### src/rtl/pkmc_sdram_refresh_seq_pkg.sv
// Shared SDRAM refresh definitions: command encodings,
// timing defaults and sequencer state encoding.
package pkmc_sdram_refresh_seq_pkg;

  localparam logic [2:0] CMD_NOP = 3'b111;
  localparam logic [2:0] CMD_PRE = 3'b010;
  localparam logic [2:0] CMD_REF = 3'b001;

  localparam int DEF_T_RP      = 2;
  localparam int DEF_T_RFC     = 7;
  localparam int DEF_INIT_REFS = 8;

  typedef enum logic [2:0] {
    IDLE,
    WAIT_IDLE,
    PRE,
    WAIT_RP,
    REF,
    WAIT_RFC,
    DONE,
    GUARD_ST
  } state_t;

  // Command cycle plus zero-flag cycle consume two of the n cycles.
  function automatic logic [3:0] spacing_ld(input int n);
    return (n >= 2) ? 4'(n - 2) : 4'd0;
  endfunction

endpackage

### src/rtl/pkmc_sdram_timer.sv
// Loadable 4-bit down-counter with zero flag; used for
// precharge, refresh and guard spacing.
module pkmc_sdram_timer (
  input  logic       clk,
  input  logic       syncRst,
  input  logic       load,
  input  logic [3:0] load_val,
  output logic       zero
);

  logic [3:0] cnt;

  always_ff @(posedge clk or posedge syncRst) begin
    if (syncRst) begin
      cnt <= '0;
    end else if (load) begin
      cnt <= load_val;
    end else if (cnt != 4'd0) begin
      cnt <= cnt - 4'd1;
    end
  end

  assign zero = (cnt == 4'd0);

endmodule

### src/rtl/pkmc_sdram_refresh_seq.sv
// SDRAM refresh/init sequencer: waits for the bus, precharges
// all banks, issues one or INIT_REFS auto-refreshes, then guards.
module pkmc_sdram_refresh_seq
  import pkmc_sdram_refresh_seq_pkg::*;
#(
  parameter int T_RP      = DEF_T_RP,
  parameter int T_RFC     = DEF_T_RFC,
  parameter int INIT_REFS = DEF_INIT_REFS,
  parameter int GUARD     = 2,
  parameter int MAX_WAIT  = 63
) (
  input  logic       clk,
  input  logic       syncRst,
  input  logic       ref_req,
  input  logic       init_start,
  input  logic       bus_busy,
  output logic       ref_hold,
  output logic       cs_n,
  output logic [2:0] cmd_n,
  output logic       a10,
  output logic       ref_done,
  output logic       init_done,
  output logic       ref_late
);

  localparam int WW = $clog2(MAX_WAIT + 1);
  localparam logic [3:0] RP_LD = spacing_ld(T_RP);
  localparam logic [3:0] RFC_LD = spacing_ld(T_RFC);
  localparam logic [3:0] GD_LD = spacing_ld(GUARD + 1);

  state_t state;
  state_t nxt;

  logic          init_mode;
  logic [3:0]    ref_cnt;
  logic [3:0]    tgt;
  logic [WW-1:0] wait_cnt;
  logic          tmr_load;
  logic [3:0]    tmr_val;
  logic          tmr_zero;

  pkmc_sdram_timer u_timer (
    .clk      (clk),
    .syncRst  (syncRst),
    .load     (tmr_load),
    .load_val (tmr_val),
    .zero     (tmr_zero)
  );

  assign tgt = init_mode ? 4'(INIT_REFS) : 4'd1;

  always_ff @(posedge clk or posedge syncRst) begin
    if (syncRst) begin
      state     <= IDLE;
      init_mode <= 1'b0;
      init_done <= 1'b0;
      ref_late  <= 1'b0;
      ref_cnt   <= '0;
      wait_cnt  <= '0;
    end else begin
      state <= nxt;
      if ((state == IDLE || state == GUARD_ST) &&
          nxt == WAIT_IDLE) begin
        init_mode <= init_start;
      end
      if (state == DONE && init_mode) begin
        init_done <= 1'b1;
      end
      if (state == WAIT_IDLE) begin
        ref_cnt <= '0;
      end else if (state == REF) begin
        ref_cnt <= ref_cnt + 4'd1;
      end
      if (state != WAIT_IDLE) begin
        wait_cnt <= '0;
      end else if (bus_busy) begin
        if (wait_cnt != WW'(MAX_WAIT)) begin
          wait_cnt <= wait_cnt + 1'b1;
        end
        if (wait_cnt == WW'(MAX_WAIT - 1)) begin
          ref_late <= 1'b1;
        end
      end
    end
  end

  always_comb begin
    nxt      = state;
    tmr_load = 1'b0;
    tmr_val  = '0;
    ref_hold = 1'b1;
    cs_n     = 1'b0;
    cmd_n    = CMD_NOP;
    a10      = 1'b0;
    ref_done = 1'b0;
    unique case (state)
      IDLE: begin
        ref_hold = 1'b0;
        cs_n     = 1'b1;
        if (init_start || ref_req) nxt = WAIT_IDLE;
      end
      WAIT_IDLE: begin
        if (!bus_busy) nxt = PRE;
      end
      PRE: begin
        cmd_n    = CMD_PRE;
        a10      = 1'b1;
        tmr_load = 1'b1;
        tmr_val  = RP_LD;
        nxt      = (T_RP == 1) ? REF : WAIT_RP;
      end
      WAIT_RP: begin
        if (tmr_zero) nxt = REF;
      end
      REF: begin
        cmd_n    = CMD_REF;
        tmr_load = 1'b1;
        tmr_val  = RFC_LD;
        nxt      = WAIT_RFC;
      end
      WAIT_RFC: begin
        if (tmr_zero) begin
          nxt = (ref_cnt == tgt) ? DONE : REF;
        end
      end
      DONE: begin
        ref_done = 1'b1;
        tmr_load = 1'b1;
        tmr_val  = GD_LD;
        nxt      = (GUARD == 0) ? IDLE : GUARD_ST;
      end
      GUARD_ST: begin
        ref_hold = 1'b0;
        cs_n     = 1'b1;
        if (init_start) nxt = WAIT_IDLE;
        else if (tmr_zero) nxt = IDLE;
      end
      default: nxt = IDLE;
    endcase
  end

endmodule

### config.mk
export PLATFORM = sky130hd
export DESIGN_NAME = pkmc_sdram_refresh_seq
export DESIGN_NICKNAME = d
export VERILOG_FILES = /design/src/rtl/pkmc_sdram_refresh_seq_pkg.sv /design/src/rtl/pkmc_sdram_timer.sv /design/src/rtl/pkmc_sdram_refresh_seq.sv
export SDC_FILE = /design/constraint.sdc
export NUM_CORES = 1
export LEC_CHECK = 0
export CORE_ASPECT_RATIO = 0.5
export CORE_MARGIN = 4
export CORE_UTILIZATION = 32
export DETAILED_ROUTE_END_ITERATION = 16
export PLACE_DENSITY = 0.63
export SLEW_MARGIN = 10
export SYNTH_ARGS = -nofsm -noshare
export SYNTH_HDL_FRONTEND = slang
export SYNTH_SLANG_ARGS = --single-unit
export TNS_END_PERCENT = 1
### constraint.sdc
create_clock -name clk -period 1.82 [get_ports clk]
set_clock_uncertainty 0.1 [all_clocks]
set_input_delay 0.182 -clock clk [delete_from_list [all_inputs] [get_ports clk]]
set_output_delay 0.182 -clock clk [all_outputs]
set_load 0.05 [all_outputs]
== Word-level counts from Yosys, hierarchy flattened ==
Cells that the tools add are included.
Storage, ports and cells
  flip-flop bits (word level): 20
  input port bits: 5
  word-level logic and storage cells: 61
Operators by class
  add/sub/neg operators: 3
  equal/unequal tests: 12
  multiplexer cells: 23
  bitwise logic cells: 1
  reductions and logical operators: 15
Operators with widths (number)
  $pmux W3 S8: 1
  $mux W4: 5
  $mux W3: 6
  $mux W6: 3
  $eq A3 B3 Y1 const B: 4
  $pmux W3 S2: 2
  $reduce_bool A2 Y1: 4
  $add A6 B1 Y6 const B: 1
  $eq A3 B1 Y1 const B: 2
  $eq A3 B2 Y1 const B: 2
  $eq A6 B6 Y1 const B: 1
  $ne A6 B6 Y1 const B: 1
  $mux W1: 5
  $add A4 B1 Y4 const B: 1
  $eq A4 B4 Y1: 1
  $logic_not A4 Y1: 1
  $reduce_bool A4 Y1: 1
  $sub A4 B1 Y4 const B: 1
  $logic_not A3 Y1: 1
  $ne A3 B1 Y1 const B: 1
  $reduce_and A3 Y1: 1
  $reduce_or A3 Y1: 1
  $logic_and A1 B1 Y1: 2
  $logic_or A1 B1 Y1: 2
  other kinds (4): 4

== Longest topological paths before layout ==
Gate-level depths: netlist (run 1).
  word-level depth: 7
  depth in mapped cells: 5
  gate-level depth less buffers: 5

== Modules after synthesis ==
A second synthesis (run 1) with hierarchy kept.
Unflattened totals
  cell total of the unflattened synthesis: 128
  area total of the unflattened synthesis: 1183.6 um^2
By module, submodules not included
  pkmc_sdram_refresh_seq: times used 1, cells each 105, area each 947.2 um^2
  pkmc_sdram_timer: times used 1, cells each 23, area each 236.5 um^2

== Worst setup path after synthesis (run 1) ==
Ideal clock, no wire load.
  path type: register -> output
  start point: register state[0]
  end point: output cmd_n[0]
  arrival: 2.494 ns
  required time: 1.538 ns
  setup slack: -0.956 ns
  stages on the path, launching flop included: 5
  buffers on the path: 2
  path through: dfrtp_1 > buf_2 > buf_2 > nor3_1 > inv_1
Between the ends
  cells in the longest elaborated chain, start to end: 2
  elaborated cells between the ends (all ways): 3
  classes of those cells: eq/ne (2); mux (1)
Ends and longest elaborated chain
  from (decl): line pkmc_sdram_refresh_seq.sv:31  | state_t state;
  from (signal assigned): line pkmc_sdram_refresh_seq.sv:61  | state <= nxt;
  $eq A3 B3 Y1 or $eq A3 B2 Y1 (tied branches): line pkmc_sdram_refresh_seq.sv:96  | unique case (state)
  $pmux W3 S2 (*): line pkmc_sdram_refresh_seq.sv:96
  to (decl): line pkmc_sdram_refresh_seq.sv:19  | output logic [2:0] cmd_n,
Every way passes the cells marked *; elsewhere a longest branch is shown, timed or not.

== Final worst setup path (run 1) ==
  start point: register state[2]
  end point: output ref_hold
Between the ends
  cells in the longest elaborated chain, start to end: 3
  elaborated cells between the ends (all ways): 4
  classes of those cells: eq/ne (1); mux (1); reduce/logical (2)
Ends and longest elaborated chain
  $eq A3 B3 Y1 or $logic_not A3 Y1 (tied branches): line pkmc_sdram_refresh_seq.sv:96
  $reduce_or A2 Y1 (no line) (*)
  $mux W1 (*): line pkmc_sdram_refresh_seq.sv:96
  to (decl): line pkmc_sdram_refresh_seq.sv:17  | output logic ref_hold,
Marked as above.

==> summary.txt, run 1 <==
Run status
  – Status: completed

Floorplanning
  – Core box area: between 3000 and 4000 sq um
  – Die Y: between 50 and 60 microns
  – Row count: 15
  – IO Pins: 14
  – Die Area: between 4000 and 5000 sq um
  – Overall die width: about 94 microns
  – Initial Util: around a third

Synthesis
  – Top FF cell, synth: dfrtp_1
  – Synth unique cells: 42
  – Synth top area share: a little over two fifths
  – Synthesized flop and latch total: 20
  – YS warnings: 0
  – Syn Area/Cell: about 9.5 sq um
  – Post-synth EDFFs: 0
  – Post-synthesis sequential area ratio: between 40 and 50%
  – FFs w/ async S/R, synth: 100%
  – Cell Area, Synth: between 1000 and 1500 sq um
  – Post-synth top area cell: dfrtp_1
  – Net Count, Synth: between 100 and 150
  – Cells after Synth: between 100 and 150
  – Area contributors post-synth: dfrtp_1 (42%), nand2_1 (4.4%), ha_1 (4.2%)

Power and ir drop
  – PwrDens: ~1400 nW/um^2
  – Tot Pwr: 0.00217 W
  – Leakage: 0.673 nW
  – Peak supply drop: slightly below 0.0008 V

CTS
  – Post-cts resize count: 0
  – CTS tree: built
  – Root Driver: clkbuf_8
  – CTS Hold Bufs: 0
  – Clk_lat worst skew: 250 ps
  – Max Root-Sink Buffers: 2
  – Num Clock Sinks: 20
  – Setup bufs post-CTS: 0
  – Num CTS Buffers: 3
  – H-tree Lvls: 1
  – Clk slew on worst S/H paths: around 70 ps

STA
  – Final period util: between 90% and 100%
  – Max Clock Freq: around 580 MHz
  – RSZ-0062 raised after global routing: no
  – Setup Viol. Count Final: 0
  – Final Hold Fails: 0
  – Worst-Margin Slew: just under 500 ps
  – Final TNS setup: 0 ps
  – Slew HR: 66.8%
  – Max-slew violations: 0
  – Min Tclk post-route: 1720 ps

Worst setup path
  – CP max FO: 9
  – Setup Crit Path Kind: reg -> out
  – Arrival time worst endpoint: ~1400 ps
  – CP endpoint kind: output port
  – Crit start category: flip-flop
  – Worst EP required: about 1500 ps

Layout
  – Fillers: 346
  – NumNets Final: between 150 and 200
  – Layout cells sized above 1: between 10% and 20%
  – Non-filler cells, final: just under 200
  – Antenna cell count: 0
  – Syn-to-layout area delta: 28.0%

Detailed routing
  – Met2 wire len: approximately 1200 microns
  – Drt initial violations: 42
  – Metal3 WL: approximately 60 microns
  – Detailed-route wire length: approximately 2400 microns
  – Max layer used: met4
  – Vias per inst: between 5 and 6
  – Antenna-violating nets left: 0
  – Routed met1 length: 1130 microns
  – Via count: 972
  – # DRC: 0
  – DR pass1 iterations: 4
  – DR WL/cell: roughly 12 microns

Place
  – Gpl congestion: between 0.7 and 0.8
  – Placed Instances: around 190
  – Hpwl dp: roughly 1800 microns
  – IO buf count: 13

Min path
  – Hold Path Class: in -> async

Global routing
  – Global-route wire length before repair: between 4000 and 5000 microns
  – Number of global-route vias before repair: 980
  – Largest net degree at the start of global routing: 21
  – Initial antenna violation count: 0
  – Global route overflow: 0
  – GRT Util Overall: between 10 and 15%

Run
  – # Max-Cap Violations: 0
## worst paths after layout
kind | start | endpoint | slack [ps] | cells after the start
min in group clk | init_done$_DFFE_PP0P_ | init_done$_DFFE_PP0P_ | 360 | 1
worst min register to register | init_done$_DFFE_PP0P_ | init_done$_DFFE_PP0P_ | 360 | 1
worst max-delay path | state[2]$_DFF_PP0_ | ref_hold | 100 | 5
worst min-delay path | syncRst | ref_late$_DFFE_PP0P_ | 150 | 3
max in group asynchronous | syncRst | state[0]$_DFF_PP0_ | 1250 | 3
worst max register to register | u_timer.cnt[0]$_DFFE_PP0P_ | state[1]$_DFF_PP0_ | 150 | 6
## layout by cell type, fill, tap and decap left out, types with 2 or more instances in the layout
cell type,n
nand2_1,14
o21ai_0,2
nor3_1,2
a221o_1,3
o21ai_1,3
buf_4,8
nor2_1,9
nand4_1,2
clkdlybuf4s50_1,6
a21oi_1,3
and3b_1,2
inv_2,2
mux2i_1,5
and4_1,2
ha_1,4
nand3_1,7
nor2b_1,2
dfrtp_1,19
clkbuf_8,3
nand2b_1,2
a31oi_1,2
nor3_2,3
buf_12,6
inv_1,9
nor3b_4,2
nor3b_2,2
## cell families after synthesis
group | count (synthesis) | synth area share, %
simple gates | 55 | 27.8
flops | 20 | 42.1
fa+ha+maj | 4 | 4.22
mux | 6 | 5.16
buf+inv | 16 | 5.48
xor+xnor | 1 | 0.738
compound gates | 23 | 14.4
## sequential cells by signal, summed over array words and instances (netlist names)
| signal | flops |
|---|---|
| init_done | 1 |
| init_mode | 1 |
| state | 3 |
| ref_cnt | 4 |
| ref_late | 1 |
| wait_cnt | 6 |
| u_timer.cnt | 4 |
## per-stage QoR
stage | area (sq um) | util, % | hold slack (ps) | worst slack, ps
after detailed placement | 1480 | 42.3 | 354 | 213
after global placement | 1480 | 42.3 | 342 | 219
final | 1520 | 43.5 | 149 | 98.2
after global routing | 1520 | 43.5 | 184 | 24.2
after floorplan | 1200 | - | 45.8 | -355
after CTS | 1520 | 43.5 | 156 | 69.8
## cells in the mapped netlist, types with 2 or more instances
cell type  number
dfrtp_1        20
nand2_1        14
inv_1           9
nor2_1          9
nand3_1         7
mux2i_1         5
buf_2           4
ha_1            4
nor3_1          4
a21oi_1         3
a221o_1         3
o21ai_1         3
a31oi_1         2
and3b_1         2
and4_1          2
inv_2           2
nand2b_1        2
nand4_1         2
nor2b_1         2
nor3b_2         2
nor3b_4         2
o21ai_0         2
## final cells by class
cell class,instances,area (sq um),area share (%)
multi-input cells,89,632,41.6
flip-flops and latches,20,502,33.0
repair buffers,20,240,15.8
well taps,51,63.8,4.20
clock buffers,3,41.3,2.72
inverters,11,41.3,2.72
## metal layers
layer | track usage (%) | vias to the layer above
met1 | 13.9 | 472
li1 | - | 488
met5 | 0 | -
met4 | 3.12 | 0
met2 | 18.7 | 10
met3 | 3.24 | 2
## worst max-delay path, cell delays in order, from the launching register on
cell     delay [ps]
dfrtp_1         440
buf_4           200
nor2_1          120
nand2_1          80
and2_1          190
buf_12          150
## report_power, final
group | internal [W] | leakage (nW) | total (W) | switching [W]
clock network | 0.000147 | 0.0216 | 0.000278 | 0.000131
logic | 0.000545 | 0.397 | 0.00120 | 0.000656
registers | 0.000547 | 0.255 | 0.000689 | 0.000142
No activity file was read; power rests on OpenSTA's default activity.
==> run 2, diff against run 1 <==
--- a/config.mk
+++ b/config.mk
@@ -6,10 +6,11 @@
 export NUM_CORES = 1
 export LEC_CHECK = 0
 export CORE_ASPECT_RATIO = 0.5
-export CORE_MARGIN = 4
+export CORE_MARGIN = 2
 export CORE_UTILIZATION = 32
 export DETAILED_ROUTE_END_ITERATION = 16
 export PLACE_DENSITY = 0.63
+export SKIP_CTS_REPAIR_TIMING = 1
 export SLEW_MARGIN = 10
 export SYNTH_ARGS = -nofsm -noshare
 export SYNTH_HDL_FRONTEND = slang
==> summary.txt, run 2 (synthesis results as in run 1) <==
Layout
  – Antenna cell count: 0 (unchanged)
  – Fin area: 1560 sq um (was 1520 sq um)
  – Fillers: 329 (was 346)
  – Max reg flops: 6 (unchanged)
  – Area occupied by multi-input gates: 632 sq um (unchanged)
  – Register area: 503 sq um (was 502 sq um)
  – Non-filler cells, final: 196 (was 194)
  – Layout cells sized above 1: 21.4% (was 19.6%)
  – Syn-to-layout area delta: 31.3% (was 28.0%)
  – Most flops, register: wait_cnt (unchanged)
  – Commonest non-fill, non-tap cell in the layout: dfrtp_1 (unchanged)
  – Most frequent cells in the layout: dfrtp_1 (18), nand2_1 (14), nor2_1 (9), inv_1 (9), buf_4 (9) (was dfrtp_1 (19), nand2_1 (14), nor2_1 (9), inv_1 (9), buf_4 (8))
  – NumNets Final: 155 (was 154)
  – Top flop regs: wait_cnt: 6 flops, ref_cnt: 4 flops, u_timer.cnt: 4 flops (unchanged)

Power and ir drop
  – Clock power share: 19.0% (was 12.8%)
  – Sw frac: 40.2% (was 42.9%)
  – Tot Pwr: 0.00232 W (was 0.00217 W)
  – Internal cell power: 0.00139 W (was 0.00124 W)
  – PwrDens: 1490 nW/um^2 (was 1430 nW/um^2)
  – Leakage: 0.691 nW (was 0.673 nW)
  – Peak supply drop: 0.000756 V (was 0.000788 V)
  – Sequential group share of total power: 29.6% (was 31.8%)
  – Combinational Power Share: 51.4% (was 55.4%)
  – P_sw: 0.000931 W (was 0.000929 W)

STA
  – Min Tclk post-route: 1700 ps (was 1720 ps)
  – Final period util: 93.5% (was 94.6%)
  – Setup Viol. Count Final: 0 (unchanged)
  – RSZ-0062 raised after global routing: yes (was no)
  – Worst-Margin Slew: 496 ps (was 497 ps)
  – Final hold slack: 119 ps (was 149 ps)
  – Max Clock Freq: 588 MHz (was 581 MHz)
  – Worst setup margin: 119 ps (was 98.2 ps)
  – Max-slew violations: 0 (unchanged)
  – Slew HR: 66.9% (was 66.8%)
  – Final Hold Fails: 0 (unchanged)

Place
  – Hpwl dp: 1750 microns (was 1780 microns)
  – Gpl congestion: 0.764 (was 0.761)
  – Area post-placement: 1490 sq um (was 1480 sq um)
  – Worst slack, placed: 152 ps (was 213 ps)
  – Placed Instances: 192 (was 191)
  – IO buf count: 13 (unchanged)

Worst setup path
  – Worst EP required: 1540 ps (about the same)
  – Arrival time worst endpoint: 1420 ps (was 1440 ps)
  – Crit start category: flip-flop (unchanged)
  – CP max FO: 9 (unchanged)
  – Setup Crit Path Kind: reg -> out (unchanged)
  – Worst Path Buf+Inv: 2 (unchanged)
  – Reg2reg start: u_timer.cnt[0]$_DFFE_PP0P_ (unchanged)
  – Setup crit end: ref_hold (unchanged)
  – Crit. path cell count: 5 (unchanged)
  – CP delay by family, top: flip-flops (unchanged)
  – CP cell instances: buf_4 -> nor2_1 -> nand2_1 -> and2_1 -> buf_12 (unchanged)
  – CP max stage cell: dfrtp_2 (was dfrtp_1)
  – Reg2reg setup slack: 130 ps (was 150 ps)
  – R2R Path End: state[1]$_DFF_PP0_ (unchanged)
  – CP endpoint kind: output port (unchanged)
  – Launch point of the worst path: state[2]$_DFF_PP0_ (unchanged)
  – R2R depth: 5 (was 6)
  – Critical Path Max Stage Delay: 450 ps (was 440 ps)

Run status
  – Status: completed (unchanged)

Floorplanning
  – Core box area: 3490 sq um (unchanged)
  – Initial Util: 34.0% (unchanged)
  – IO Pins: 14 (unchanged)
  – Row count: 15 (unchanged)
  – Overall die width: 90.1 microns (was 94.1 microns)
  – Die Area: 4240 sq um (was 4810 sq um)
  – Die Y: 47.1 microns (was 51.1 microns)

CTS
  – Clk slew on worst S/H paths: 80 ps (was 70 ps)
  – Root Driver: clkbuf_8 (unchanged)
  – H-tree Lvls: 1 (unchanged)
  – Max Root-Sink Buffers: 2 (unchanged)
  – CTS tree: built (unchanged)
  – Clk_lat worst skew: 260 ps (was 250 ps)
  – Num CTS Buffers: 3 (unchanged)
  – Num Clock Sinks: 20 (unchanged)

Min path
  – Hold Path Class: in -> async (unchanged)

Detailed routing
  – DR WL/cell: 11.6 microns (was 12.4 microns)
  – Vias per inst: 4.93 (was 5.01)
  – Drt initial violations: 55 (was 42)
  – # DRC: 0 (unchanged)
  – Detailed-route wire length: 2280 microns (was 2400 microns)
  – Antenna-violating nets left: 0 (unchanged)
  – Via count: 967 (was 972)
  – DR pass1 iterations: 4 (unchanged)

Global routing
  – Number of global-route vias before repair: 896 (was 980)
  – Initial antenna violation count: 0 (unchanged)
  – Global route overflow: 0 (unchanged)
  – Global-route wire length before repair: 4040 microns (was 4270 microns)
  – Largest net degree at the start of global routing: 13 (was 21)
  – GRT Util Overall: 12.1% (was 11.1%)

Run
  – # Max-Cap Violations: 0 (unchanged)
run 2: worst min path at each step:
stage / from / to / cells after the start
after floorplan: syncRst / init_done$_DFFE_PP0P_ / 1
after detailed placement: init_done$_DFFE_PP0P_ / init_done$_DFFE_PP0P_ / 1
after CTS: syncRst / ref_late$_DFFE_PP0P_ / 3
after global routing: syncRst / u_timer.cnt[3]$_DFFE_PP0P_ / 3
final: syncRst / u_timer.cnt[3]$_DFFE_PP0P_ / 3
after global placement: init_done$_DFFE_PP0P_ / init_done$_DFFE_PP0P_ / 1
run 2: power by group through the flow:
stage	Sequential, W	Clock [W]	Combinational, W
after floorplan	0.000663	0	0.000797
after global placement	0.000685	0	0.00118
after detailed placement	0.000688	0	0.00120
after CTS	0.000682	0.000454	0.00120
after global routing	0.000710	0.000466	0.00131
final	0.000685	0.000440	0.00119
run 2: tightest hold or removal path: cells and delay by family:
kind | cells | cell delay [ps]
buffers and inverters | 3 | 640
run 2: layout make-up:
class / instances / area share [%]
multi-input cells: 89 / 40.5
flip-flops and latches: 20 / 32.3
repair buffers: 21 / 15.9
well taps: 51 / 4.09
clock buffers: 3 / 2.65
inverters: 11 / 2.65
clock inverters: 1 / 1.93
run 2: stage by stage:
stage	setup TNS [ps]	util, %
global route	-0.987	44.7
floorplan	-696	-
detailed placement	0	42.5
finish	0	44.7
global placement	0	42.5
CTS	0	44.6
run 2: layer usage:
metal | share of wire, % | GRT usage (%)
met5 | 0 | 0
met4 | 0.96 | 3.69
met3 | 2.0 | 2.57
met2 | 46 | 21.8
met1 | 50 | 15.4
==> run 3, diff against run 2 <==
--- a/config.mk
+++ b/config.mk
@@ -9,7 +9,7 @@
 export CORE_MARGIN = 2
 export CORE_UTILIZATION = 32
 export DETAILED_ROUTE_END_ITERATION = 16
-export PLACE_DENSITY = 0.63
+export PLACE_DENSITY = 0.64
 export SKIP_CTS_REPAIR_TIMING = 1
 export SLEW_MARGIN = 10
 export SYNTH_ARGS = -nofsm -noshare
==> constraint.sdc (replaced) <==
create_clock -name clk -period 1.5 [get_ports clk]
set_clock_uncertainty 0.1 [all_clocks]
set_input_delay 0.15 -clock clk [delete_from_list [all_inputs] [get_ports clk]]
set_output_delay 0.15 -clock clk [all_outputs]
set_load 0.05 [all_outputs]
==> summary.txt, run 3 (synthesis results as in run 1) <==
STA
  – Worst setup margin: -139 ps (was 119 ps)
  – RSZ-0062 raised after global routing: yes (unchanged)
  – Slew HR: 78.9% (was 66.9%)
  – Max Clock Freq: about 600 MHz
  – Final hold slack: 110 ps (was 119 ps)
  – Setup Viol. Count Final: 11 (was 0)
  – Worst-Margin Slew: 313 ps (was 496 ps)
  – Min Tclk post-route: approximately 1600 ps
  – Max-slew violations: 0 (unchanged)
  – Final Hold Fails: 0 (unchanged)
  – Final period util: 109%

Global routing
  – GRT Util Overall: 12.4% (was 12.1%)
  – Number of global-route vias before repair: 944 (was 896)
  – Global route overflow: 0 (unchanged)
  – Initial antenna violation count: 0 (unchanged)
  – Largest net degree at the start of global routing: 21 (was 13)
  – Global-route wire length before repair: 4130 microns (was 4040 microns)

Detailed routing
  – DR pass1 iterations: 4 (unchanged)
  – Detailed-route wire length: 2420 microns (was 2280 microns)
  – Via count: 977 (was 967)
  – Antenna-violating nets left: 0 (unchanged)
  – DR WL/cell: 12.0 microns (was 11.6 microns)
  – # DRC: 0 (unchanged)
  – Vias per inst: 4.86 (was 4.93)
  – Drt initial violations: 38 (was 55)

Min path
  – Hold Path Class: in -> async (unchanged)

Layout
  – Layout cells sized above 1: 30.0% (was 21.4%)
  – Fin area: 1650 sq um (was 1560 sq um)
  – Register area: 503 sq um (unchanged)
  – Commonest non-fill, non-tap cell in the layout: dfrtp_1 (unchanged)
  – Most flops, register: wait_cnt (unchanged)
  – Top flop regs: wait_cnt: 6 flops, ref_cnt: 4 flops, u_timer.cnt: 4 flops (unchanged)
  – Most frequent cells in the layout: dfrtp_1 (18), nand2_1 (13), buf_4 (10), buf_12 (8) (was dfrtp_1 (18), nand2_1 (14), nor2_1 (9), inv_1 (9), buf_4 (9))
  – Syn-to-layout area delta: 39.0% (was 31.3%)
  – Fillers: 326 (was 329)
  – Non-filler cells, final: 201 (was 196)
  – Area occupied by multi-input gates: 656 sq um (was 632 sq um)
  – Fin util: 47.3% (was 44.7%)
  – Max reg flops: 6 (unchanged)
  – NumNets Final: 161 (was 155)
  – Antenna cell count: 0 (unchanged)

Floorplanning
  – IO Pins: 14 (unchanged)
  – Initial Util: 34.0% (unchanged)
  – Core box area: 3490 sq um (unchanged)
  – Die Y: 47.1 microns (unchanged)
  – Overall die width: 90.1 microns (unchanged)
  – Die Area: 4240 sq um (unchanged)
  – Row count: 15 (unchanged)

Place
  – Gpl congestion: 0.725 (was 0.764)
  – Hpwl dp: 1830 microns (was 1750 microns)
  – Worst slack, placed: -72.6 ps (was 152 ps)
  – Area post-placement: 1570 sq um (was 1490 sq um)
  – Placed Instances: 198 (was 192)
  – IO buf count: 13 (unchanged)

Worst setup path
  – Arrival time worst endpoint: 1390 ps (was 1420 ps)
  – Reg2reg start: u_timer.cnt[1]$_DFFE_PP0P_ (was u_timer.cnt[0]$_DFFE_PP0P_)
  – R2R depth: 6 (was 5)
  – CP endpoint kind: output port (unchanged)
  – Worst EP required: 1250 ps (was 1540 ps)
  – Crit start category: flip-flop (unchanged)
  – Reg2reg setup slack: -60 ps (was 130 ps)
  – CP max FO: 4 (was 9)
  – Setup Crit Path Kind: reg -> out (unchanged)
  – Launch point of the worst path: state[0]$_DFF_PP0_ (was state[2]$_DFF_PP0_)
  – R2R Path End: state[1]$_DFF_PP0_ (unchanged)

CTS
  – Clk slew on worst S/H paths: 70 ps (was 80 ps)
  – Clk_lat worst skew: 260 ps (about the same)
  – H-tree Lvls: 1 (unchanged)
  – Max Root-Sink Buffers: 2 (unchanged)
  – Root Driver: clkbuf_8 (unchanged)
  – Num Clock Sinks: 20 (unchanged)
  – Num CTS Buffers: 3 (unchanged)
  – CTS tree: built (unchanged)

Run status
  – Status: complete, but fails checks (was completed)
  – Violated checks: negative setup slack

Power and ir drop
  – P_sw: 0.00120 W (was 0.000931 W)
  – Leakage: 0.730 nW (was 0.691 nW)
  – PwrDens: 1740 nW/um^2 (was 1490 nW/um^2)
  – Internal cell power: 0.00167 W (was 0.00139 W)
  – Sequential group share of total power: 28.5% (was 29.6%)
  – Sw frac: 41.8% (was 40.2%)
  – Peak supply drop: 0.00125 V (was 0.000756 V)
  – Clock power share: 12.5% (was 19.0%)
  – Combinational Power Share: 59.1% (was 51.4%)

Run
  – # Max-Cap Violations: 0 (unchanged)
==> run 3: changes by cell type in the layout (fill, tap and decap cells not counted), moves of 2 or more <==
cell / delta
buf_12: +2
inv_2: +2
inv_1: -2
buf_6: +4
nor2_1: -2
clkdlybuf4s50_1: -2
==> run 3: critical path: stages (launching register included) <==
cell	delay, ps
dfrtp_1	410
buf_6	140
nor3b_4	220
buf_6	140
nor2_2	40
clkbuf_16	170
==> run 3: final cells by class <==
class                           instances  area share, %
Multi-Input combinational cell         89           39.7
Tap cell                               51           3.87
Inverter                               11           2.50
Sequential cell                        20           30.5
Timing Repair Buffer                   27           20.9
Clock buffer                            3           2.50
==> run 3: how the worst max path moves through the flow <==
stage                         end  slack, ps  depth (start not counted)
2_1_floorplan            cmd_n[0]       -350                          4
3_3_place_gp   state[0]$_DFF_PP0_        -20                          5
3_5_place_dp   state[1]$_DFF_PP0_        -70                          5
4_1_cts                  cmd_n[2]       -190                          4
5_1_grt                  cmd_n[2]       -180                          5
6_report                 cmd_n[2]       -140                          5
==> run 3: routing by layer <==
metal	vias up	wire, microns	global-route usage (%)
met5	-	0	0
met4	0	19	4.00
met3	2	63	3.05
met2	12	1160	22.6
met1	461	1170	15.4
li1	502	-	-
==> run 3: metrics by stage <==
stage | TNS, ps | total power, W
after floorplan | -1560 | 0.00179
after global placement | -35.8 | 0.00242
after detailed placement | -156 | 0.00245
after CTS | -1160 | 0.00281
after global routing | -1490 | 0.00304
final | -678 | 0.00287
==> run 3: power by group through the flow <==
stage	combinational [W]	clock, W	sequential (W)
2_1_floorplan	0.000984	0	0.000805
3_3_place_gp	0.00161	0	0.000807
3_5_place_dp	0.00164	0	0.000816
4_1_cts	0.00164	0.000361	0.000806
5_1_grt	0.00183	0.000377	0.000837
6_report	0.00170	0.000358	0.000818
